==> config.mk <==
export PLATFORM = sky130hd
export DESIGN_NAME = alu_control_sequencer
export DESIGN_NICKNAME = d
export VERILOG_FILES = /design/src/rtl/alu_control_sequencer.sv
export SDC_FILE = /design/constraint.sdc
export NUM_CORES = 1
export LEC_CHECK = 0
export CORE_UTILIZATION = 25
export DETAILED_ROUTE_END_ITERATION = 8
export GPL_TIMING_DRIVEN = 1
export PLACE_DENSITY = 0.6
export SLEW_MARGIN = 20
export SYNTH_ARGS = -nofsm -noshare
export SYNTH_HDL_FRONTEND = slang
export SYNTH_SLANG_ARGS = --single-unit
export TNS_END_PERCENT = 100
==> constraint.sdc <==
create_clock -name clk -period 8.8 [get_ports clk]
set_input_delay 1.76 -clock clk [delete_from_list [all_inputs] [get_ports clk]]
set_output_delay 1.76 -clock clk [all_outputs]
set_load 0.02 [all_outputs]
==> src/rtl/alu_control_sequencer.sv <==
// rtl/alu_control_sequencer.sv - hard-wired fetch/execute control sequencer for register ALU instructions
// Moore control unit: strobes decode from the state register and the IR read back from the datapath.
module alu_control_sequencer #(
   parameter logic [4:0] INC_OP = 5'd12,
   parameter int         IR_W   = 32
) (
   input  logic            clk,
   input  logic            clr,
   input  logic            run,
   input  logic [IR_W-1:0] ir,
   output logic            PCout,
   output logic            Zlowout,
   output logic            Zhighout,
   output logic            MDRout,
   output logic            MARin,
   output logic            Zin,
   output logic            PCin,
   output logic            MDRin,
   output logic            IRin,
   output logic            Yin,
   output logic            LOin,
   output logic            HIin,
   output logic            Read,
   output logic [15:0]     Rin,
   output logic [15:0]     Rout,
   output logic [4:0]      alu_op,
   output logic            instr_done,
   output logic            halted
);

   typedef enum logic [3:0] {
      S_IDLE, S_T0, S_T1, S_T2, S_T3, S_T4, S_T5, S_T6, S_HALT
   } state_t;

   typedef enum logic [2:0] {
      C_BIN, C_UN, C_MULDIV, C_NOP, C_ILL
   } cls_t;

   state_t     state, state_next;
   cls_t       cls;
   logic [4:0] opcode, op_code;
   logic [3:0] ra, rb, rc;
   logic       unused_ir;

   assign opcode    = ir[31:27];
   assign ra        = ir[26:23];
   assign rb        = ir[22:19];
   assign rc        = ir[18:15];
   assign unused_ir = ^ir[14:0];

   always_comb begin
      op_code = 5'd0;
      cls     = C_ILL;
      case (opcode)
         5'b00011: begin op_code = 5'd0;  cls = C_BIN;    end
         5'b00100: begin op_code = 5'd1;  cls = C_BIN;    end
         5'b00101: begin op_code = 5'd2;  cls = C_BIN;    end
         5'b00110: begin op_code = 5'd3;  cls = C_BIN;    end
         5'b00111: begin op_code = 5'd4;  cls = C_BIN;    end
         5'b01000: begin op_code = 5'd5;  cls = C_BIN;    end
         5'b01001: begin op_code = 5'd6;  cls = C_BIN;    end
         5'b01010: begin op_code = 5'd7;  cls = C_BIN;    end
         5'b01011: begin op_code = 5'd8;  cls = C_BIN;    end
         5'b01111: begin op_code = 5'd9;  cls = C_MULDIV; end
         5'b10000: begin op_code = 5'd10; cls = C_MULDIV; end
         5'b10001: begin op_code = 5'd11; cls = C_UN;     end
         5'b10010: begin op_code = 5'd13; cls = C_UN;     end
         5'b11010: begin op_code = 5'd0;  cls = C_NOP;    end
         default:  begin op_code = 5'd0;  cls = C_ILL;    end
      endcase
   end

   always_ff @(posedge clk) begin
      if (clr) state <= S_IDLE;
      else     state <= state_next;
   end

   // An instruction always completes; run only matters at its boundary.
   always_comb begin
      state_next = state;
      case (state)
         S_IDLE: state_next = run ? S_T0 : S_IDLE;
         S_T0:   state_next = S_T1;
         S_T1:   state_next = S_T2;
         S_T2:   state_next = (cls == C_NOP) ? (run ? S_T0 : S_IDLE) : S_T3;
         S_T3:   state_next = (cls == C_ILL) ? S_HALT : S_T4;
         S_T4:   state_next = S_T5;
         S_T5:   state_next = (cls == C_MULDIV) ? S_T6 : (run ? S_T0 : S_IDLE);
         S_T6:   state_next = run ? S_T0 : S_IDLE;
         S_HALT: state_next = S_HALT;
         default: state_next = S_IDLE;
      endcase
   end

   always_comb begin
      PCout = 1'b0; Zlowout = 1'b0; Zhighout = 1'b0; MDRout = 1'b0;
      MARin = 1'b0; Zin = 1'b0; PCin = 1'b0; MDRin = 1'b0; IRin = 1'b0;
      Yin = 1'b0; LOin = 1'b0; HIin = 1'b0; Read = 1'b0;
      Rin = 16'h0000; Rout = 16'h0000; alu_op = 5'd0;
      instr_done = 1'b0; halted = 1'b0;
      case (state)
         S_T0: begin PCout = 1'b1; MARin = 1'b1; Zin = 1'b1; alu_op = INC_OP; end
         S_T1: begin Zlowout = 1'b1; PCin = 1'b1; Read = 1'b1; MDRin = 1'b1; end
         S_T2: begin MDRout = 1'b1; IRin = 1'b1; instr_done = (cls == C_NOP); end
         S_T3: begin
            if (cls == C_BIN || cls == C_UN) begin Rout = 16'h1 << rb; Yin = 1'b1; end
            else if (cls == C_MULDIV)        begin Rout = 16'h1 << ra; Yin = 1'b1; end
         end
         S_T4: begin
            if (cls == C_BIN || cls == C_UN || cls == C_MULDIV) begin
               Rout   = 16'h1 << ((cls == C_BIN) ? rc : rb);
               alu_op = op_code;
               Zin    = 1'b1;
            end
         end
         S_T5: begin
            if (cls == C_MULDIV) begin Zlowout = 1'b1; LOin = 1'b1; end
            else if (cls == C_BIN || cls == C_UN) begin
               Zlowout = 1'b1; Rin = 16'h1 << ra; instr_done = 1'b1;
            end
         end
         S_T6:   begin Zhighout = 1'b1; HIin = 1'b1; instr_done = 1'b1; end
         S_HALT: halted = 1'b1;
         default: ;
      endcase
   end

endmodule
==> results.py, run 1 <==
metrics = {
    "cts": {
        "path_clk_slew_ns": 0.03,
        "cts_max_level": 1,
        "clock_path_buffers": 2,
        "ctsResizeCount": 0,
        "clock_latency_ns": 0.22,
        "postCtsSetupRepairBufs": 0,
        "hold_buffers": 0,
        "cts_tree": "yes",
        "clock_sinks": 4,
        "numCtsBuffers": 3,
        "root_buffer": "clkbuf_8",
    },
    "detailed_routing": {
        "drtAntennaViolNets": 0,
        "drc_errors": 0,
        "totalWireLength_um": 5430,
        "drt_iter0_drc": 157,
        "dr.pass1.iters": 5,
        "vias_per_cell": 5.52,
        "wl_per_cell_um": 14.7,
        "vias": 2041,
    },
    "cells_and_area": {
        "final_core_util_pct": 38.5,
        "layout_common_cells": "70 x clkdlybuf4s50_1, 31 x nor2_1, 19 x nand2_1",
        "num_antenna_cells": 0,
        "n_fill_cell": 650,
        "reg.largest.list": "state x4",
        "final_common_cell": "clkdlybuf4s50_1",
        "final_nets": 336,
        "seq_area_um2": 80.1,
        "area_growth_pct": 44.5,
        "regMostFlops": "state",
        "multi_input_area_um2": 1380,
        "drive_above_1_share_pct": 6.78,
        "largest_reg_flops": 4,
    },
    "floorplanning": {
        "die_x_um": 82.4,
        "core_area_um2": 6060,
        "ios": 87,
        "core.rowCount": 28,
        "start_util_pct": 26.6,
        "fp.dieH_um": 82.4,
        "die_area_um2": 6780,
    },
    "worst_setup_path": {
        "cp-start-kind": "input port",
        "reg2reg_from": "state[2]",
        "crit_fanout": 17,
        "critPathKind": "in -> out",
        "r2r_setup_slack_ns": 7.09,
        "cp-end-kind": "output port",
        "r2r_end": "state[2]",
        "arrival_ns": 5.15,
        "cp.required_ns": 7.04,
        "reg2reg_depth": 4,
    },
    "hold_path": {
        "hold_path_startpoint": "state[1]",
        "hold-path-endpoint": "state[3]",
        "hold_path_depth": 1,
        "hp-class": "reg -> reg",
    },
    "yosys": {
        "ys_ff_latch": 4,
        "synth_edf_count": 0,
        "synth_cell_types": 58,
        "yosys_warnings": 0,
        "synth_area_per_cell_um2": 6.64,
        "syn_nets": 282,
        "synth_cells": 243,
        "yosysSeqAreaShare_pct": 4.96,
        "mappedNetlistArea_um2": 1610,
        "synth_flop_cell": "dfxtp_1",
        "synthArstFlopShare_pct": 0,
    },
    "placement": {
        "numPortBuffers": 70,
        "dp_hpwl_um": 4300,
        "gp_congestion": 0.828,
    },
    "job": {
        "drv_cap": 0,
    },
    "global_route": {
        "grt_max_degree": 26,
        "antenna_found_initial": 0,
        "grt_usage_pct": 16.2,
        "grt.overflow.total": 0,
        "grt_pass1_vias": 1872,
        "grt_pass1_wl_um": 8710,
    },
    "timing": {
        "hold_violations": 0,
        "layout_min_cycle_time_ns": 6.91,
        "slew_headroom_pct": 34.5,
        "slew_viol_final": 0,
        "final.setup.tns_ns": 0,
        "tightestPinTransition_ns": 0.976,
        "setup_viol": 0,
        "fmax_mhz": 145,
        "rsz0062_at_grt": "false",
        "finalCritPeriodShare_pct": 78.5,
        "skew_ns": 0.00196,
    },
    "power": {
        "leakage_nw": 0.740,
        "p_per_area_nw_per_um2": 61.4,
        "peakVddDrop_v": 0.0000510,
    },
    "outcome": {
        "status": "complete, no violations",
    },
}
where the power goes:
| group | switching [W] | internal (W) |
|---|---|---|
| combinational | 0.0000477 | 0.0000348 |
| sequential | 0.00000237 | 0.0000195 |
| clock | 0.00000974 | 0.0000292 |
worst max-delay path: stages:
cell	delay, ns
clkdlybuf4s50_1	0.91
nor2b_1	0.14
o21ai_1	0.79
a211oi_4	0.30
mux2_4	0.40
o211ai_1	0.20
clkdlybuf4s50_1	0.64
how the worst max path moves through the flow:
stage,start,end,slack [ns],cells after the start
4_1_cts,ir[30],Rout[12],1.90,7
3_5_place_dp,ir[30],Rout[12],1.91,7
3_3_place_gp,ir[30],Rout[14],1.91,7
5_1_grt,ir[30],Rout[14],1.62,7
2_1_floorplan,ir[27],Rout[13],3.26,7
6_report,ir[30],Rout[5],1.89,7
logic make-up after synthesis:
logic type	share of synthesized area, %
buf+inv	9.84
simple gates	38.4
mux	7.29
other cells	0.232
compound gates	35.7
flops	4.96
xor+xnor	0.543
fa+ha+maj	3.10
synth_stat cells (all sizes together), types with 2 or more instances:
master	instances	area (µm²)
o211ai	10	80.1
and3	2	12.5
a21oi	7	38.8
a31oi	6	43.8
o21a	2	15.0
a31o	2	17.5
a22oi	4	30.0
nor2	31	116
inv	11	41.3
nand3	12	60.1
a211oi	3	40.0
and2	2	12.5
dfxtp	4	80.1
or2	2	12.5
o21ai	12	63.8
nand3b	3	22.5
nand2b	10	62.6
o22ai	2	12.5
nand4	9	56.3
a2111oi	6	52.6
a41oi	5	43.8
nor2b	8	50.1
o2111ai	5	61.3
nor3b	2	15.0
a21o	2	15.0
buf	15	95.1
nand2	19	71.3
nor4	3	18.8
nor3	11	55.1
clkbuf	6	22.5
or3	2	12.5
mux2	3	45.0
ha	4	50.1
mux2i	6	72.6
per-stage QoR:
step                      hold WS [ns]  cells  area, µm²  total power [W]  worst slack [ns]
after floorplan                  0.500    243       1610        0.0000771              3.26
after global placement           0.556    367       2290         0.000104              1.91
after detailed placement         0.561    367       2290         0.000104              1.91
after CTS                        0.569    370       2330         0.000144              1.90
after global routing             0.614    370       2330         0.000152              1.62
final                            0.567    370       2330         0.000143              1.89
area by class of cell:
class	count	area share (%)
Inverter	11	1.77
Sequential cell	4	3.43
Timing Repair Buffer	70	30.0
Tap cell	75	4.02
Clock buffer	3	1.77
Multi-Input combinational cell	207	59.0
metal layers:
metal  routed length [µm]  share of wire, %  GRT usage [%]
met4                   59               1.1           4.04
met2                 2450                45           26.1
met5                    0                 0              0
met1                 2530                47           22.6
met3                  395               7.3           2.09
No activity file was read; power rests on OpenSTA's default activity.
==> run 2: changes to the inputs <==
Settings changed: PLACE_DENSITY 0.6 to 0.62.
Clock period 8.8 ns to 6.3 ns, I/O delays scaled along.
==> run 2 against run 1 <==
Effect of this change: combinational power up 43%; worst hold slack worse by 0.0089 ns; clock power up 37%; setup slack worse by 1.3 ns; clock-buffer cell count unchanged; routed wire length up 1.8%; global-route usage up 0.28 points; non-clock buffer count up 5; critical path depth up 2.
==> results.py, run 2 (synthesized netlist as in run 1, its figures left out) <==
metrics = {
    "hold_path": {
        "hp-class": "reg -> reg",
    },
    "timing": {
        "finalCritPeriodShare_pct": 90.3,
        "slew_headroom_pct": 54.0,
        "hold_violations": 0,
        "tightestPinTransition_ns": 0.690,
        "slew_viol_final": 0,
        "setup_viol": 0,
        "layout_min_cycle_time_ns": 5.69,
        "final.setup.tns_ns": 0,
        "rsz0062_at_grt": "false",
        "skew_ns": 0.00301,
        "fmax_mhz": 176,
    },
    "worst_setup_path": {
        "crit_fanout": 9,
        "max_stage_delay_ns": 0.66,
        "r2r_setup_slack_ns": 4.57,
        "cp.required_ns": 5.04,
        "crit_path_frequent_cell": "clkdlybuf4s50_1",
        "path_cells": "clkdlybuf4s50_1 > inv_1 > ha_1 > nand2b_1 > a21oi_1 > a211oi_4 > mux2_4 > o21ai_0 > clkdlybuf4s50_1",
        "slowest_stage": "a211oi_4",
        "critPathKind": "in -> out",
        "cp-start-kind": "input port",
        "arrival_ns": 4.43,
        "cp-end-kind": "output port",
    },
    "cts": {
        "hold_buffers": 0,
        "clock_sinks": 4,
        "root_buffer": "clkbuf_8",
        "postCtsSetupRepairBufs": 0,
        "numCtsBuffers": 3,
        "clock_latency_ns": 0.21,
        "cts_tree": "yes",
        "path_clk_slew_ns": 0.03,
        "clock_path_buffers": 2,
        "ctsResizeCount": 0,
        "cts_max_level": 1,
    },
    "placement": {
        "dp_hpwl_um": 4360,
        "numPortBuffers": 70,
        "dpl.cell_count": 372,
        "gp_congestion": 0.866,
    },
    "global_route": {
        "grt_max_degree": 26,
        "grt_usage_pct": 16.5,
        "grt.overflow.total": 0,
        "antenna_found_initial": 0,
        "grt_pass1_wl_um": 8980,
        "grt_pass1_vias": 1909,
    },
    "cells_and_area": {
        "final_nets": 341,
        "layout_common_cells": "70 x clkdlybuf4s50_1, 31 x nor2_1, 19 x nand2_1",
        "reg.largest.list": "state x4",
        "num_antenna_cells": 0,
        "final_common_cell": "clkdlybuf4s50_1",
        "fin_cells": 375,
        "area_growth_pct": 46.8,
        "largest_reg_flops": 4,
        "drive_above_1_share_pct": 8.33,
        "regMostFlops": "state",
    },
    "detailed_routing": {
        "drc_errors": 0,
        "totalWireLength_um": 5530,
        "wl_per_cell_um": 14.7,
        "drt_iter0_drc": 139,
        "vias": 2062,
        "vias_per_cell": 5.50,
        "dr.pass1.iters": 4,
        "drtAntennaViolNets": 0,
    },
    "power": {
        "p_per_area_nw_per_um2": 85.3,
        "leakage_nw": 0.764,
        "peakVddDrop_v": 0.0000922,
    },
    "floorplanning": {
        "start_util_pct": 26.6,
        "core.rowCount": 28,
        "die_area_um2": 6780,
        "fp.dieH_um": 82.4,
        "core_area_um2": 6060,
        "ios": 87,
        "die_x_um": 82.4,
    },
    "job": {
        "drv_cap": 0,
    },
    "outcome": {
        "status": "complete, no violations",
    },
}
## run 2: cell count changes in the layout (fill, tap and decap cells not counted)
| cell | previous run | this run |
|---|---|---|
| buf_4 | 0 | 5 |
## run 2: final timing paths
check | start | end | cells past startpoint
setup / recovery | ir[27] | Rout[15] | 9
hold / removal | state[1] | state[3] | 1
setup reg to reg | state[2] | state[2] | 4
hold reg to reg | state[1] | state[3] | 1
## run 2: critical path: cells and delay by family
| kind | cells | cell delay (ns) |
|---|---|---|
| buffers and inverters | 3 | 1.27 |
| AO/OA/AOI/OAI | 3 | 1.08 |
| multiplexers | 1 | 0.36 |
| adder cells (fa/ha/maj) | 1 | 0.35 |
| AND/OR/NAND/NOR | 1 | 0.11 |
## run 2: cell type report
cell class | instances | area [µm²]
fill | 645 | 3690
multi-input combinational | 207 | 1380
timing repair buffer | 75 | 738
tap | 75 | 93.8
sequential | 4 | 80.1
clock buffer | 3 | 41.3
inverter | 11 | 41.3
## run 2: where the power goes
part | leakage [nW] | total, W | internal (W) | switching (W)
clock | 0.0216 | 0.0000534 | 0.0000407 | 0.0000127
sequential | 0.0327 | 0.0000306 | 0.0000273 | 0.00000329
combinational | 0.710 | 0.000118 | 0.0000506 | 0.0000676
total | 0.764 | 0.000202 | 0.000119 | 0.0000836
## run 2: routing by layer
| layer | share of wire [%] | track usage, % | up-vias | routed length (µm) |
|---|---|---|---|---|
| met2 | 45 | 26.6 | 81 | 2480 |
| met3 | 5.9 | 1.65 | 4 | 329 |
| met4 | 0.52 | 3.16 | 0 | 29 |
| li1 | - | - | 1029 | - |
| met1 | 49 | 23.6 | 948 | 2690 |
| met5 | 0 | 0 | - | 0 |
## run 2: through the flow
step,setup slack (ns),hold slack (ns),util (%),power (W),area (µm²)
finish,0.612,0.558,39.1,0.000202,2370
global route,0.397,0.596,39.1,0.000216,2370
floorplan,1.76,0.500,-,0.000108,1610
CTS,0.618,0.561,39.1,0.000203,2370
detailed placement,0.621,0.557,38.4,0.000148,2330
global placement,0.638,0.552,38.4,0.000147,2330
==> run 3: changes to the inputs <==
Settings changed: CORE_MARGIN set to 8.
==> run 3 against run 2 <==
Effect of this change: clock-buffer cell count stayed put; maximum frequency is 0.82% lower; sequential power hardly changed; global-route usage is 4.1 points lower; critical path type unchanged; routed wire length is 8.5% higher; non-clock buffer count stayed put; clock skew is 0.0012 ns lower; setup slack worse by 0.047 ns; final cell count is 0.53% higher; register-to-register slack hardly changed; highest routed layer unchanged.
==> results.py, run 3 (synthesized netlist as in run 1, its figures left out) <==
metrics = {
    "timing": {
        "layout_min_cycle_time_ns": 5.73,
        "whs_ns": 0.555,
        "setup_ws_ns": 0.565,
        "setup_viol": 0,
        "slew_headroom_pct": 49.6,
        "fmax_mhz": 174,
        "hold_violations": 0,
        "skew_ns": 0.00186,
        "slew_viol_final": 0,
        "finalCritPeriodShare_pct": 91.0,
        "rsz0062_at_grt": "false",
        "final.setup.tns_ns": 0,
        "tightestPinTransition_ns": 0.756,
    },
    "cts": {
        "clock_latency_ns": 0.22,
        "root_buffer": "clkbuf_8",
        "ctsResizeCount": 0,
        "hold_buffers": 0,
        "clock_sinks": 4,
        "path_clk_slew_ns": 0.03,
        "cts_tree": "yes",
        "numCtsBuffers": 3,
        "clock_path_buffers": 2,
        "cts_max_level": 1,
        "postCtsSetupRepairBufs": 0,
    },
    "detailed_routing": {
        "drc_errors": 0,
        "wl_per_cell_um": 15.9,
        "vias": 2089,
        "vias_per_cell": 5.54,
        "totalWireLength_um": 6000,
        "drt_iter0_drc": 190,
        "dr.pass1.iters": 5,
        "drtAntennaViolNets": 0,
    },
    "cells_and_area": {
        "area_growth_pct": 47.0,
        "multi_input_area_um2": 1380,
        "drive_above_1_share_pct": 8.33,
        "reg.largest.list": "state x4",
        "layout_common_cells": "70 x clkdlybuf4s50_1, 31 x nor2_1, 19 x nand2_1",
        "final_common_cell": "clkdlybuf4s50_1",
        "final_nets": 341,
        "largest_reg_flops": 4,
        "num_antenna_cells": 0,
        "seq_area_um2": 80.1,
        "n_fill_cell": 697,
        "regMostFlops": "state",
        "final_core_util_pct": 37.6,
    },
    "floorplanning": {
        "start_util_pct": 25.6,
        "ios": 87,
        "die_x_um": 96.4,
        "die_area_um2": 9280,
        "core.rowCount": 29,
        "core_area_um2": 6310,
        "fp.dieH_um": 96.4,
    },
    "worst_setup_path": {
        "reg2reg_from": "state[2]",
        "cp-start-kind": "input port",
        "critPathLaunch": "ir[27]",
        "crit_fanout": 9,
        "max_stage_delay_ns": 0.66,
        "arrival_ns": 4.47,
        "critPathKind": "in -> out",
        "path_cells": "clkdlybuf4s50_1 > inv_1 > ha_1 > nand2b_1 > a21oi_1 > a211oi_4 > mux2_4 > o211ai_1 > clkdlybuf4s50_1",
        "cp.required_ns": 5.04,
        "crit_path_frequent_cell": "clkdlybuf4s50_1",
        "slowest_stage": "a211oi_4",
        "cp-end-kind": "output port",
    },
    "power": {
        "leakage_nw": 0.764,
        "total_power_w": 0.000203,
        "p_per_area_nw_per_um2": 85.4,
        "peakVddDrop_v": 0.000102,
    },
    "job": {
        "drv_cap": 0,
    },
    "placement": {
        "numPortBuffers": 70,
        "gp_congestion": 0.895,
        "post-place-ws_ns": 0.577,
        "dp_hpwl_um": 4870,
    },
    "global_route": {
        "grt_max_degree": 26,
        "antenna_found_initial": 0,
        "grt_pass1_vias": 1982,
        "grt_usage_pct": 12.4,
        "grt_pass1_wl_um": 9540,
        "grt.overflow.total": 0,
    },
    "hold_path": {
        "hp-class": "reg -> reg",
        "hold_path_startpoint": "state[1]",
    },
    "outcome": {
        "status": "complete, no violations",
    },
}
run 3: area by class of cell:
class / instances / share of cell area (%)
clock buffers: 3 / 1.74
inverters: 11 / 1.74
multi-input cells: 207 / 58.0
flip-flops and latches: 4 / 3.38
well taps: 77 / 4.06
repair buffers: 75 / 31.1
run 3: final timing paths:
kind              slack, ns        to  cells past startpoint
setup / recovery       0.57   Rout[5]                      9
hold reg to reg        0.56  state[3]                      1
hold / removal         0.56  state[3]                      1
setup reg to reg       4.56  state[2]                      4
run 3: worst max-delay path: cells and delay by family:
family          cells  cell delay, ns
compound gates      3            1.11
simple gates        1            0.11
mux                 1            0.37
buf+inv             3            1.28
fa+ha+maj           1            0.35
run 3: routing by layer:
layer / up-vias / wire, µm / track usage (%)
li1: 1031 / - / -
met1: 965 / 2620 / 15.6
met2: 82 / 2890 / 20.5
met3: 11 / 401 / 2.81
met4: 0 / 93 / 3.91
met5: - / 0 / 0
run 3: where the power goes:
group | internal (W) | switching [W] | total [W]
clock | 0.0000407 | 0.0000133 | 0.0000540
combinational | 0.0000506 | 0.0000675 | 0.000118
sequential | 0.0000273 | 0.00000318 | 0.0000305
run 3: through the flow:
step / instance area [µm²] / instances
floorplan: 1610 / 243
global placement: 2330 / 374
detailed placement: 2330 / 374
CTS: 2370 / 377
global route: 2370 / 377
finish: 2370 / 377
